<file path="src/rtl/vec_alu_issue_if.sv">
// Bundled signal set between the vector ALU issue stage, its instruction source,
// the four-lane ALU controller and the register-file write port.
interface vec_alu_issue_if #(
  parameter int DATA_W = 32
);
  // Instruction handshake: a transfer happens on a rising clk edge where
  // inst_valid and inst_ready are both 1. The source holds inst_op/inst_rd
  // stable while inst_valid is high and unaccepted; inst_ready never depends
  // on inst_valid.
  logic              inst_valid;
  logic              inst_ready;
  logic [3:0]        inst_op;
  logic [3:0]        inst_rd;

  logic              alu_start;
  logic [3:0]        alu_op;
  logic              alu_rdy;
  logic [DATA_W-1:0] alu_result;

  logic              wb_en;
  logic [3:0]        wb_rd;
  logic [DATA_W-1:0] wb_data;

  logic              busy;
  logic              illegal_op;
  logic              timeout_err;
  logic              err_clr;

  modport slave (
    input  inst_valid, inst_op, inst_rd, alu_rdy, alu_result, err_clr,
    output inst_ready, alu_start, alu_op, wb_en, wb_rd, wb_data,
           busy, illegal_op, timeout_err
  );

  modport master (
    output inst_valid, inst_op, inst_rd, alu_rdy, alu_result, err_clr,
    input  inst_ready, alu_start, alu_op, wb_en, wb_rd, wb_data,
           busy, illegal_op, timeout_err
  );
endinterface

</file>
<file path="src/rtl/vec_alu_issue.sv">
// Vector ALU issue stage: accepts one decoded instruction at a time, starts the
// ALU controller, waits (bounded) for completion and writes the result back.
module vec_alu_issue #(
  parameter int DATA_W  = 32,
  parameter int TIMEOUT = 15
) (
  input  logic                clk,
  input  logic                reset_n,
  vec_alu_issue_if.slave      bus,
  output logic [1:0]          dbg_state
);

  // IDLE is encoded as 0 so dbg_state != 0 is exactly "busy".
  typedef enum logic [1:0] {
    S_IDLE  = 2'd0,
    S_ISSUE = 2'd1,
    S_WAIT  = 2'd2,
    S_WB    = 2'd3
  } state_t;

  localparam int                CNT_W    = $clog2(TIMEOUT + 1);
  localparam logic [CNT_W-1:0]  CNT_LAST = CNT_W'(TIMEOUT - 1);

  state_t              state_q;
  state_t              state_d;
  logic [CNT_W-1:0]    cnt_q;
  logic [3:0]          alu_op_q;
  logic [3:0]          wb_rd_q;
  logic [DATA_W-1:0]   wb_data_q;
  logic                illegal_q;
  logic                terr_q;

  logic                accept;
  logic                op_bad;
  logic                rdy_hit;
  logic                to_hit;

  logic                inst_ready_c;
  logic                alu_start_c;
  logic                wb_en_c;
  logic                busy_c;

  // Opcodes 1110 and 1111 are the only illegal encodings.
  assign op_bad  = &bus.inst_op[3:1];
  assign accept  = bus.inst_valid && (state_q == S_IDLE);
  assign rdy_hit = (state_q == S_WAIT) && bus.alu_rdy;
  // cnt_q counts completed WAIT cycles, so CNT_LAST marks the TIMEOUT-th one.
  assign to_hit  = (state_q == S_WAIT) && !bus.alu_rdy && (cnt_q == CNT_LAST);

  always_ff @(posedge clk or negedge reset_n) begin
    if (!reset_n) begin
      state_q <= S_IDLE;
    end else begin
      state_q <= state_d;
    end
  end

  always_comb begin
    state_d = state_q;
    unique case (state_q)
      S_IDLE:  if (accept && !op_bad) state_d = S_ISSUE;
      S_ISSUE: state_d = S_WAIT;
      S_WAIT: begin
        if (rdy_hit) begin
          state_d = S_WB;
        end else if (to_hit) begin
          state_d = S_IDLE;
        end
      end
      S_WB:    state_d = S_IDLE;
      default: state_d = S_IDLE;
    endcase
  end

  always_comb begin
    inst_ready_c = 1'b0;
    alu_start_c  = 1'b0;
    wb_en_c      = 1'b0;
    busy_c       = (state_q != S_IDLE);
    unique case (state_q)
      S_IDLE:  inst_ready_c = 1'b1;
      S_ISSUE: alu_start_c  = 1'b1;
      S_WAIT:  ;
      S_WB:    wb_en_c      = 1'b1;
      default: ;
    endcase
  end

  always_ff @(posedge clk or negedge reset_n) begin
    if (!reset_n) begin
      cnt_q <= '0;
    end else if (state_q == S_WAIT) begin
      cnt_q <= cnt_q + CNT_W'(1);
    end else begin
      cnt_q <= '0;
    end
  end

  // alu_op is only reloaded in IDLE, which keeps it stable for the whole
  // operation while the controller decodes it combinationally.
  always_ff @(posedge clk or negedge reset_n) begin
    if (!reset_n) begin
      alu_op_q  <= '0;
      wb_rd_q   <= '0;
      wb_data_q <= '0;
      illegal_q <= 1'b0;
    end else begin
      illegal_q <= accept && op_bad;
      if (accept && !op_bad) begin
        alu_op_q <= bus.inst_op;
        wb_rd_q  <= bus.inst_rd;
      end
      if (rdy_hit) begin
        wb_data_q <= bus.alu_result;
      end
    end
  end

  // A timeout in the same cycle as err_clr keeps the flag set.
  always_ff @(posedge clk or negedge reset_n) begin
    if (!reset_n) begin
      terr_q <= 1'b0;
    end else if (to_hit) begin
      terr_q <= 1'b1;
    end else if (bus.err_clr) begin
      terr_q <= 1'b0;
    end
  end

  assign bus.inst_ready  = inst_ready_c;
  assign bus.alu_start   = alu_start_c;
  assign bus.alu_op      = alu_op_q;
  assign bus.wb_en       = wb_en_c;
  assign bus.wb_rd       = wb_rd_q;
  assign bus.wb_data     = wb_data_q;
  assign bus.busy        = busy_c;
  assign bus.illegal_op  = illegal_q;
  assign bus.timeout_err = terr_q;
  assign dbg_state       = state_q;

endmodule

</file>
<file path="src/flat_wrapper.sv">
// flat-port wrapper written by rule: the top's interface ports become plain ports
module vec_alu_issue_flat 
#(
  parameter int DATA_W  = 32,
  parameter int TIMEOUT = 15
)
  (clk, reset_n, dbg_state, bus_inst_valid, bus_inst_op, bus_inst_rd, bus_alu_rdy, bus_alu_result, bus_err_clr, bus_inst_ready, bus_alu_start, bus_alu_op, bus_wb_en, bus_wb_rd, bus_wb_data, bus_busy, bus_illegal_op, bus_timeout_err);
  vec_alu_issue_if #(.DATA_W(DATA_W)) bus_i ();
  input  logic clk;
  input  logic reset_n;
  output logic [1:0] dbg_state;
  input wire logic [$bits(bus_i.inst_valid)-1:0] bus_inst_valid;
  input wire logic [$bits(bus_i.inst_op)-1:0] bus_inst_op;
  input wire logic [$bits(bus_i.inst_rd)-1:0] bus_inst_rd;
  input wire logic [$bits(bus_i.alu_rdy)-1:0] bus_alu_rdy;
  input wire logic [$bits(bus_i.alu_result)-1:0] bus_alu_result;
  input wire logic [$bits(bus_i.err_clr)-1:0] bus_err_clr;
  output wire logic [$bits(bus_i.inst_ready)-1:0] bus_inst_ready;
  output wire logic [$bits(bus_i.alu_start)-1:0] bus_alu_start;
  output wire logic [$bits(bus_i.alu_op)-1:0] bus_alu_op;
  output wire logic [$bits(bus_i.wb_en)-1:0] bus_wb_en;
  output wire logic [$bits(bus_i.wb_rd)-1:0] bus_wb_rd;
  output wire logic [$bits(bus_i.wb_data)-1:0] bus_wb_data;
  output wire logic [$bits(bus_i.busy)-1:0] bus_busy;
  output wire logic [$bits(bus_i.illegal_op)-1:0] bus_illegal_op;
  output wire logic [$bits(bus_i.timeout_err)-1:0] bus_timeout_err;
  assign bus_i.inst_valid = bus_inst_valid;
  assign bus_i.inst_op = bus_inst_op;
  assign bus_i.inst_rd = bus_inst_rd;
  assign bus_i.alu_rdy = bus_alu_rdy;
  assign bus_i.alu_result = bus_alu_result;
  assign bus_i.err_clr = bus_err_clr;
  assign bus_inst_ready = bus_i.inst_ready;
  assign bus_alu_start = bus_i.alu_start;
  assign bus_alu_op = bus_i.alu_op;
  assign bus_wb_en = bus_i.wb_en;
  assign bus_wb_rd = bus_i.wb_rd;
  assign bus_wb_data = bus_i.wb_data;
  assign bus_busy = bus_i.busy;
  assign bus_illegal_op = bus_i.illegal_op;
  assign bus_timeout_err = bus_i.timeout_err;
  vec_alu_issue #(.DATA_W(DATA_W), .TIMEOUT(TIMEOUT)) u_core (.clk(clk), .reset_n(reset_n), .bus(bus_i), .dbg_state(dbg_state));
endmodule
</file>
<file path="config.mk">
export PLATFORM = sky130hd
export DESIGN_NAME = vec_alu_issue_flat
export DESIGN_NICKNAME = d
export VERILOG_FILES = /design/src/rtl/vec_alu_issue_if.sv /design/src/rtl/vec_alu_issue.sv /design/src/flat_wrapper.sv
export SDC_FILE = /design/constraint.sdc
export NUM_CORES = 1
export LEC_CHECK = 0
export CAP_MARGIN = 15
export CORE_MARGIN = 2
export CORE_UTILIZATION = 36
export CTS_CLUSTER_DIAMETER = 60
export DETAILED_ROUTE_END_ITERATION = 8
export PLACE_DENSITY = 0.76
export SYNTH_ARGS = -nofsm -noshare
export SYNTH_HDL_FRONTEND = slang
export SYNTH_SLANG_ARGS = --single-unit
</file>
<file path="constraint.sdc">
create_clock -name clk -period 1.55 [get_ports clk]
set_input_delay 0.3875 -clock clk [delete_from_list [all_inputs] [get_ports clk]]
set_output_delay 0.3875 -clock clk [all_outputs]
set_load 0.02 [all_outputs]
</file>
==> results of run 1 <==
## kinds of logic after synthesis
logic type      Yosys count
xor+xnor                  2
compound gates            5
flops                    48
fa+ha+maj                 2
buf+inv                   7
mux                      37
simple gates             17
## placed cells by master, fill, tap and decap left out, types with 2 or more instances in the layout
| master | Yosys | routed |
|---|---|---|
| inv_1 | 3 | 2 |
| dlygate4sd2_1 | 0 | 42 |
| dfrtp_2 | 0 | 2 |
| nand3_1 | 2 | 2 |
| clkbuf_8 | 0 | 5 |
| o22a_1 | 3 | 3 |
| dfrtp_1 | 48 | 46 |
| ha_1 | 2 | 2 |
| buf_4 | 3 | 13 |
| nand2b_1 | 2 | 2 |
| buf_6 | 1 | 5 |
| buf_2 | 0 | 2 |
| mux2_4 | 5 | 5 |
| mux2_2 | 32 | 32 |
| nor2_1 | 6 | 5 |
| clkdlybuf4s50_1 | 0 | 43 |
## layer usage
layer | vias to the layer above | track usage, %
li1 | 624 | -
met1 | 646 | 17.7
met2 | 48 | 27.1
met3 | 7 | 3.67
met4 | 0 | 5.45
met5 | - | 0
## registers in the layout, indices dropped and copies added, names as in the netlist
signal                  count
u_core.bus.wb_data         32
u_core.bus.alu_op           4
u_core.bus.wb_rd            4
u_core.cnt_q                4
u_core.dbg_state            2
u_core.bus.illegal_op       1
u_core.bus.timeout_err      1
## worst register-to-register path, cell delays in order (launching register included)
cell     delay (ns)
dfrtp_2        0.44
buf_6          0.13
or3b_4         0.39
nor2b_4        0.25
mux2_4         0.32
## timing repair
item / 4_1_cts / 5_1_grt
setup endpoints to repair: 53 / 15
hold buffers: 1 / 0
pin swaps: 1 / 1
hold endpoints to repair: 6 / 0
buffers inserted: 3 / 0
resized for setup: 65 / 12
cloned: 0 / 0
## Yosys cell counts, drive strengths merged
cell type | number | area, um2
nand4b | 1 | 8.76
ha | 2 | 25.0
xnor2 | 1 | 8.76
xor2 | 1 | 8.76
inv | 3 | 11.3
and2 | 1 | 6.26
and2b | 1 | 7.51
o22a | 3 | 26.3
nand3 | 2 | 10.0
a21o | 1 | 7.51
o22ai | 1 | 6.26
nor2b | 2 | 20.0
or3b | 1 | 11.3
nand2 | 1 | 6.26
mux2 | 37 | 435
dfrtp | 48 | 1200
nand2b | 2 | 12.5
buf | 4 | 33.8
nor2 | 6 | 22.5
## stage by stage
step           utilization, %  hold WS [ns]
3_5_place_dp             58.0         0.245
3_3_place_gp             58.0         0.248
4_1_cts                  59.7         0.463
2_1_floorplan               -        0.0919
5_1_grt                  59.9         0.513
6_report                 59.9         0.491
## worst paths after layout
path                       depth (start not counted)                                 end  slack [ns]                             from
max                                                4     u_core.bus.wb_rd[1]$_DFFE_PN0P_       -0.08  u_core.dbg_state[0]$_DFFE_PN0P_
min                                                1           u_core.cnt_q[0]$_DFF_PN0_        0.49        u_core.cnt_q[0]$_DFF_PN0_
max reg2reg                                        4     u_core.bus.wb_rd[1]$_DFFE_PN0P_       -0.08  u_core.dbg_state[0]$_DFFE_PN0P_
min reg2reg                                        1           u_core.cnt_q[0]$_DFF_PN0_        0.49        u_core.cnt_q[0]$_DFF_PN0_
max in group asynchronous                          3     u_core.dbg_state[1]$_DFFE_PN0P_        0.58                          reset_n
min in group asynchronous                          2  u_core.bus.wb_data[20]$_DFFE_PN0P_        0.50                          reset_n
## area by class of cell
class	count	share of cell area, %
sequential	48	39.6
timing repair buffer	108	32.8
multi-input combinational	63	20.8
tap	70	2.88
clock buffer	6	2.39
clock inverter	2	1.15
inverter	3	0.371
## power by group through the flow
stage | sequential, uW | combinational, uW | clock [uW]
after floorplan | 2870 | 1010 | 0
after global placement | 2170 | 3280 | 0
after detailed placement | 2200 | 3320 | 0
after CTS | 2150 | 2990 | 903
after global routing | 2240 | 3180 | 953
final | 2140 | 3000 | 879
==> flow_metrics.env, run 1 <==
export IMPL_ys_seq_area_share_pct=64.3
export IMPL_h_tree_depth=2
export IMPL_hp_class="reg2reg"
export IMPL_finalPower_uw=6020
export IMPL_crit_buf_inv=1
export IMPL_tns_ns=-0.425
export IMPL_nets=276
export IMPL_muxShareOfSynthArea_pct=23.3
export IMPL_synth_cells=118
export IMPL_pwr_share_seq_pct=35.6
export IMPL_synthAdderAreaFrac_pct=1.34
export IMPL_start_util_pct=36.8
export IMPL_post_route_period_util_pct=105
export IMPL_period_minus_slack_ns=1.63
export IMPL_synth_xor_area_share_pct=0.937
export IMPL_clockPowerShare_pct=14.6
export IMPL_multi_input_area_um2=631
export IMPL_drv_slew=0
export IMPL_syn_num_nets=165
export IMPL_fin_area_um2=3040
export IMPL_met2WireLength_um=2250
export IMPL_p_comb_share_pct=49.8
export IMPL_slowest_delay_ns=0.44
export IMPL_core_area_um2=5070
export IMPL_synth_simple_area_share_pct=5.62
export IMPL_synth_top_family_by_area="multiplexers"
export IMPL_path_class="reg2reg"
export IMPL_grt_max_degree=22
export IMPL_fmax_mhz=612
export IMPL_worstMarginPinSlew_ns=0.242
export IMPL_path_cells="buf_6 > or3b_4 > nor2b_4 > mux2_4"
export IMPL_p_leak_uw=0.00141
export IMPL_num_vias=1325
export IMPL_finalClockSkew_ns=0.00565
export IMPL_grt_pass1_wl_um=6920
export IMPL_place_gp_congestion=0.762
export IMPL_startpoint_type="flop"
export IMPL_placedCellCount=288
export IMPL_stdcell_count=300
export IMPL_grt_overflow=0
export IMPL_final_setup_viol_count=7
export IMPL_dp_hpwl_um=3220
export IMPL_intPower_uw=3820
export IMPL_wl_met1_um=1670
export IMPL_cts_made_buffers=5
export IMPL_slowest_stage="dfrtp_2"
export IMPL_power_density_nw_per_um2=1980
export IMPL_rsz0062_at_grt="yes"
export IMPL_fp_dieW_um=76.1
export IMPL_clock_tree_root_cell="clkbuf_8"
export IMPL_finalHoldViolCount=0
export IMPL_clock_latency_ns=0.29
export IMPL_critical_path_endpoint_type="flop"
export IMPL_die_h_um=76.1
export IMPL_fillers=454
export IMPL_path_delay_family="simple AND/OR/NAND/NOR gates"
export IMPL_swShare_pct=36.6
export IMPL_wl_um=4210
export IMPL_vdd_drop_max_mv=0.875
export IMPL_area_delta_synth_final_pct=62.5
export IMPL_drcViolationCount=0
export IMPL_antenna_found_initial=0
export IMPL_synth_cell_types=22
export IMPL_worstPathRequired_ns=1.73
export IMPL_grt_pass1_vias=1382
export IMPL_ant_nets=0
export IMPL_cts_sinks=48
export IMPL_routed_via_density=4.42
export IMPL_worst_ep_arrival_time_ns=1.82
export IMPL_p_sw_uw=2200
export IMPL_yosys_warnings=0
export IMPL_clockBufferDepth=2
export IMPL_max_slew_margin_pct=83.8
export IMPL_insertedDiodeCount=0
export IMPL_boundaryPins=93
export IMPL_met3_length_um=223
export IMPL_syn_area_per_cell_um2=15.8
export IMPL_violations="setup timing"
export IMPL_pre_cts_slack_ns=-0.383
export IMPL_core_rowCount=26
export IMPL_track_usage_pct=15.1
export IMPL_syn_cell_area_um2=1870
export IMPL_drive_gt1_share_pct=31.7
export IMPL_io_buffers=92
export IMPL_synth_compound_area_share_pct=2.14
export IMPL_outcome="finished, violations left"
export IMPL_placed_area_um2=2940
export IMPL_max_cap_violations=0
export IMPL_critPathMaxFanout=6
export IMPL_firstDrtPassIters=4
export IMPL_yosys_register_bits=48
export IMPL_topRoutingLayerUsed="met4"
export IMPL_cts_tree="done"
export IMPL_drt_iter0_drc=32
export IMPL_regArea_um2=1200
export IMPL_dieArea_um2=5790
export IMPL_clk_pin_slew_ns=0.09
export IMPL_wl_per_cell_um=14.0
export IMPL_setup_ws_ns=-0.0830
No activity file was read; power rests on OpenSTA's default activity.
==> inputs of run 2 (changes only) <==
--- a/config.mk
+++ b/config.mk
@@ -5,12 +5,13 @@
 export SDC_FILE = /design/constraint.sdc
 export NUM_CORES = 1
 export LEC_CHECK = 0
-export CAP_MARGIN = 15
+export CAP_MARGIN = 20
 export CORE_MARGIN = 2
-export CORE_UTILIZATION = 36
+export CORE_UTILIZATION = 37
+export CTS_BUF_LIST = sky130_fd_sc_hd__clkbuf_8
 export CTS_CLUSTER_DIAMETER = 60
 export DETAILED_ROUTE_END_ITERATION = 8
-export PLACE_DENSITY = 0.76
+export PLACE_DENSITY = 0.78
 export SYNTH_ARGS = -nofsm -noshare
 export SYNTH_HDL_FRONTEND = slang
 export SYNTH_SLANG_ARGS = --single-unit
==> flow_metrics.env, run 2 (same netlist as run 1, synthesis figures left out) <==
export IMPL_finalPower_uw=5910
export IMPL_largest_reg_flops=32
export IMPL_core_rowCount=25
export IMPL_grt_overflow=0
export IMPL_path_class="reg2reg"
export IMPL_grt_max_degree=26
export IMPL_drcViolationCount=0
export IMPL_worstPathRequired_ns=1.73
export IMPL_insertedDiodeCount=0
export IMPL_layout_commonest_cell="dfrtp_1"
export IMPL_firstDrtPassIters=3
export IMPL_placed_area_um2=2930
export IMPL_h_tree_depth=2
export IMPL_io_buffers=92
export IMPL_wl_um=4220
export IMPL_clockBufferDepth=2
export IMPL_final_setup_viol_count=5
export IMPL_die_h_um=75.1
export IMPL_post_route_period_util_pct=101
export IMPL_cts_made_buffers=5
export IMPL_wl_per_cell_um=14.5
export IMPL_clock_latency_ns=0.30
export IMPL_rr_startpoint="u_core.dbg_state[0]$_DFFE_PN0P_"
export IMPL_fillers=412
export IMPL_worst_ep_arrival_time_ns=1.75
export IMPL_critPathMaxFanout=7
export IMPL_finalHoldViolCount=0
export IMPL_fp_dieW_um=75.1
export IMPL_dp_hpwl_um=3220
export IMPL_period_minus_slack_ns=1.57
export IMPL_ant_nets=0
export IMPL_boundaryPins=93
export IMPL_num_vias=1318
export IMPL_clock_tree_root_cell="clkbuf_8"
export IMPL_cts_tree="done"
export IMPL_finalClockSkew_ns=0.00449
export IMPL_worstMarginPinSlew_ns=0.317
export IMPL_most_common_layout_cells="dfrtp_1, dlygate4sd2_1, clkdlybuf4s50_1, mux2_2, buf_4"
export IMPL_core_area_um2=4790
export IMPL_track_usage_pct=15.3
export IMPL_max_slew_margin_pct=78.9
export IMPL_cts_sinks=48
export IMPL_rsz0062_at_grt="yes"
export IMPL_nets=270
export IMPL_grt_pass1_vias=1413
export IMPL_start_util_pct=39.1
export IMPL_grt_pass1_wl_um=6410
export IMPL_setup_ws_ns=-0.0169
export IMPL_setup_worst_path_start="u_core.dbg_state[0]$_DFFE_PN0P_"
export IMPL_vdd_drop_max_mv=1.07
export IMPL_place_gp_congestion=0.682
export IMPL_critical_path_endpoint_type="flop"
export IMPL_clk_pin_slew_ns=0.09
export IMPL_hp_class="in2async"
export IMPL_violations="setup timing"
export IMPL_drt_iter0_drc=64
export IMPL_p_leak_uw=0.00139
export IMPL_startpoint_type="flop"
export IMPL_drive_gt1_share_pct=28.6
export IMPL_antenna_found_initial=0
export IMPL_dieArea_um2=5640
export IMPL_max_cap_violations=0
export IMPL_outcome="finished, violations left"
export IMPL_fin_area_um2=2970
export IMPL_fmax_mhz=638
export IMPL_routed_via_density=4.53
export IMPL_drv_slew=0
export IMPL_area_delta_synth_final_pct=59.1
export IMPL_power_density_nw_per_um2=1990
-- run 2: stage by stage --
step,util (%),std cells,TNS [ns],worst slack [ns],hold slack [ns]
global route,62.1,291,-0.344,-0.0715,0.405
global placement,61.2,282,-4.80,-0.370,0.177
CTS,62.2,291,-0.106,-0.0205,0.403
detailed placement,61.2,282,-4.87,-0.391,0.177
floorplan,-,118,-0.0546,-0.0109,0.0919
finish,62.1,291,-0.0755,-0.0169,0.403
-- run 2: metal layers --
metal / track usage (%) / up-vias / wire length, um
met5: 0 / - / 0
met4: 6.94 / 0 / 78
met3: 3.21 / 7 / 197
met2: 28.0 / 39 / 2350
met1: 16.8 / 660 / 1600
li1: - / 612 / -
-- run 2: report_power, final --
| group | switching (uW) | internal, uW | total [uW] | leakage, uW |
|---|---|---|---|---|
| combinational | 1460 | 1400 | 2870 | 0.000757 |
| sequential | 306 | 1840 | 2150 | 0.000575 |
| clock | 419 | 473 | 892 | 0.0000593 |
| total | 2190 | 3720 | 5910 | 0.00139 |
-- run 2: final timing paths --
path                            slack, ns  depth (start not counted)                                  to
worst max-delay path                -0.02                          3     u_core.bus.wb_rd[1]$_DFFE_PN0P_
worst min-delay path                 0.40                          2  u_core.bus.wb_data[20]$_DFFE_PN0P_
worst max register to register      -0.02                          3     u_core.bus.wb_rd[1]$_DFFE_PN0P_
worst min register to register       0.49                          1    u_core.bus.alu_op[2]$_DFFE_PN0P_
max in group asynchronous            0.64                          3     u_core.dbg_state[0]$_DFFE_PN0P_
min in group clk                     0.49                          1    u_core.bus.alu_op[2]$_DFFE_PN0P_
-- run 2: layout make-up --
type / count / area, um2 / share of cell area, %
Sequential cell: 48 / 1200 / 40.5
Inverter: 3 / 11.3 / 0.379
Tap cell: 67 / 83.8 / 2.82
Timing Repair Buffer: 102 / 942 / 31.7
Clock inverter: 3 / 38.8 / 1.30
Clock buffer: 5 / 68.8 / 2.31
Multi-Input combinational cell: 63 / 626 / 21.0
-- run 2: critical path, stage by stage, from the launching register on --
cell     delay [ns]
dfrtp_2        0.45
or3b_4         0.43
nor2b_4        0.25
mux2_4         0.32
-- run 2: what timing repair did --
action / in CTS / in global routing
hold buffers: 1 / 0
pin swaps: 0 / 0
resized for setup: 60 / 2
endpoints found under the setup margin: 53 / 6
cloned: 0 / 0
setup buffers: 0 / 0
endpoints found under the hold margin: 1 / 0
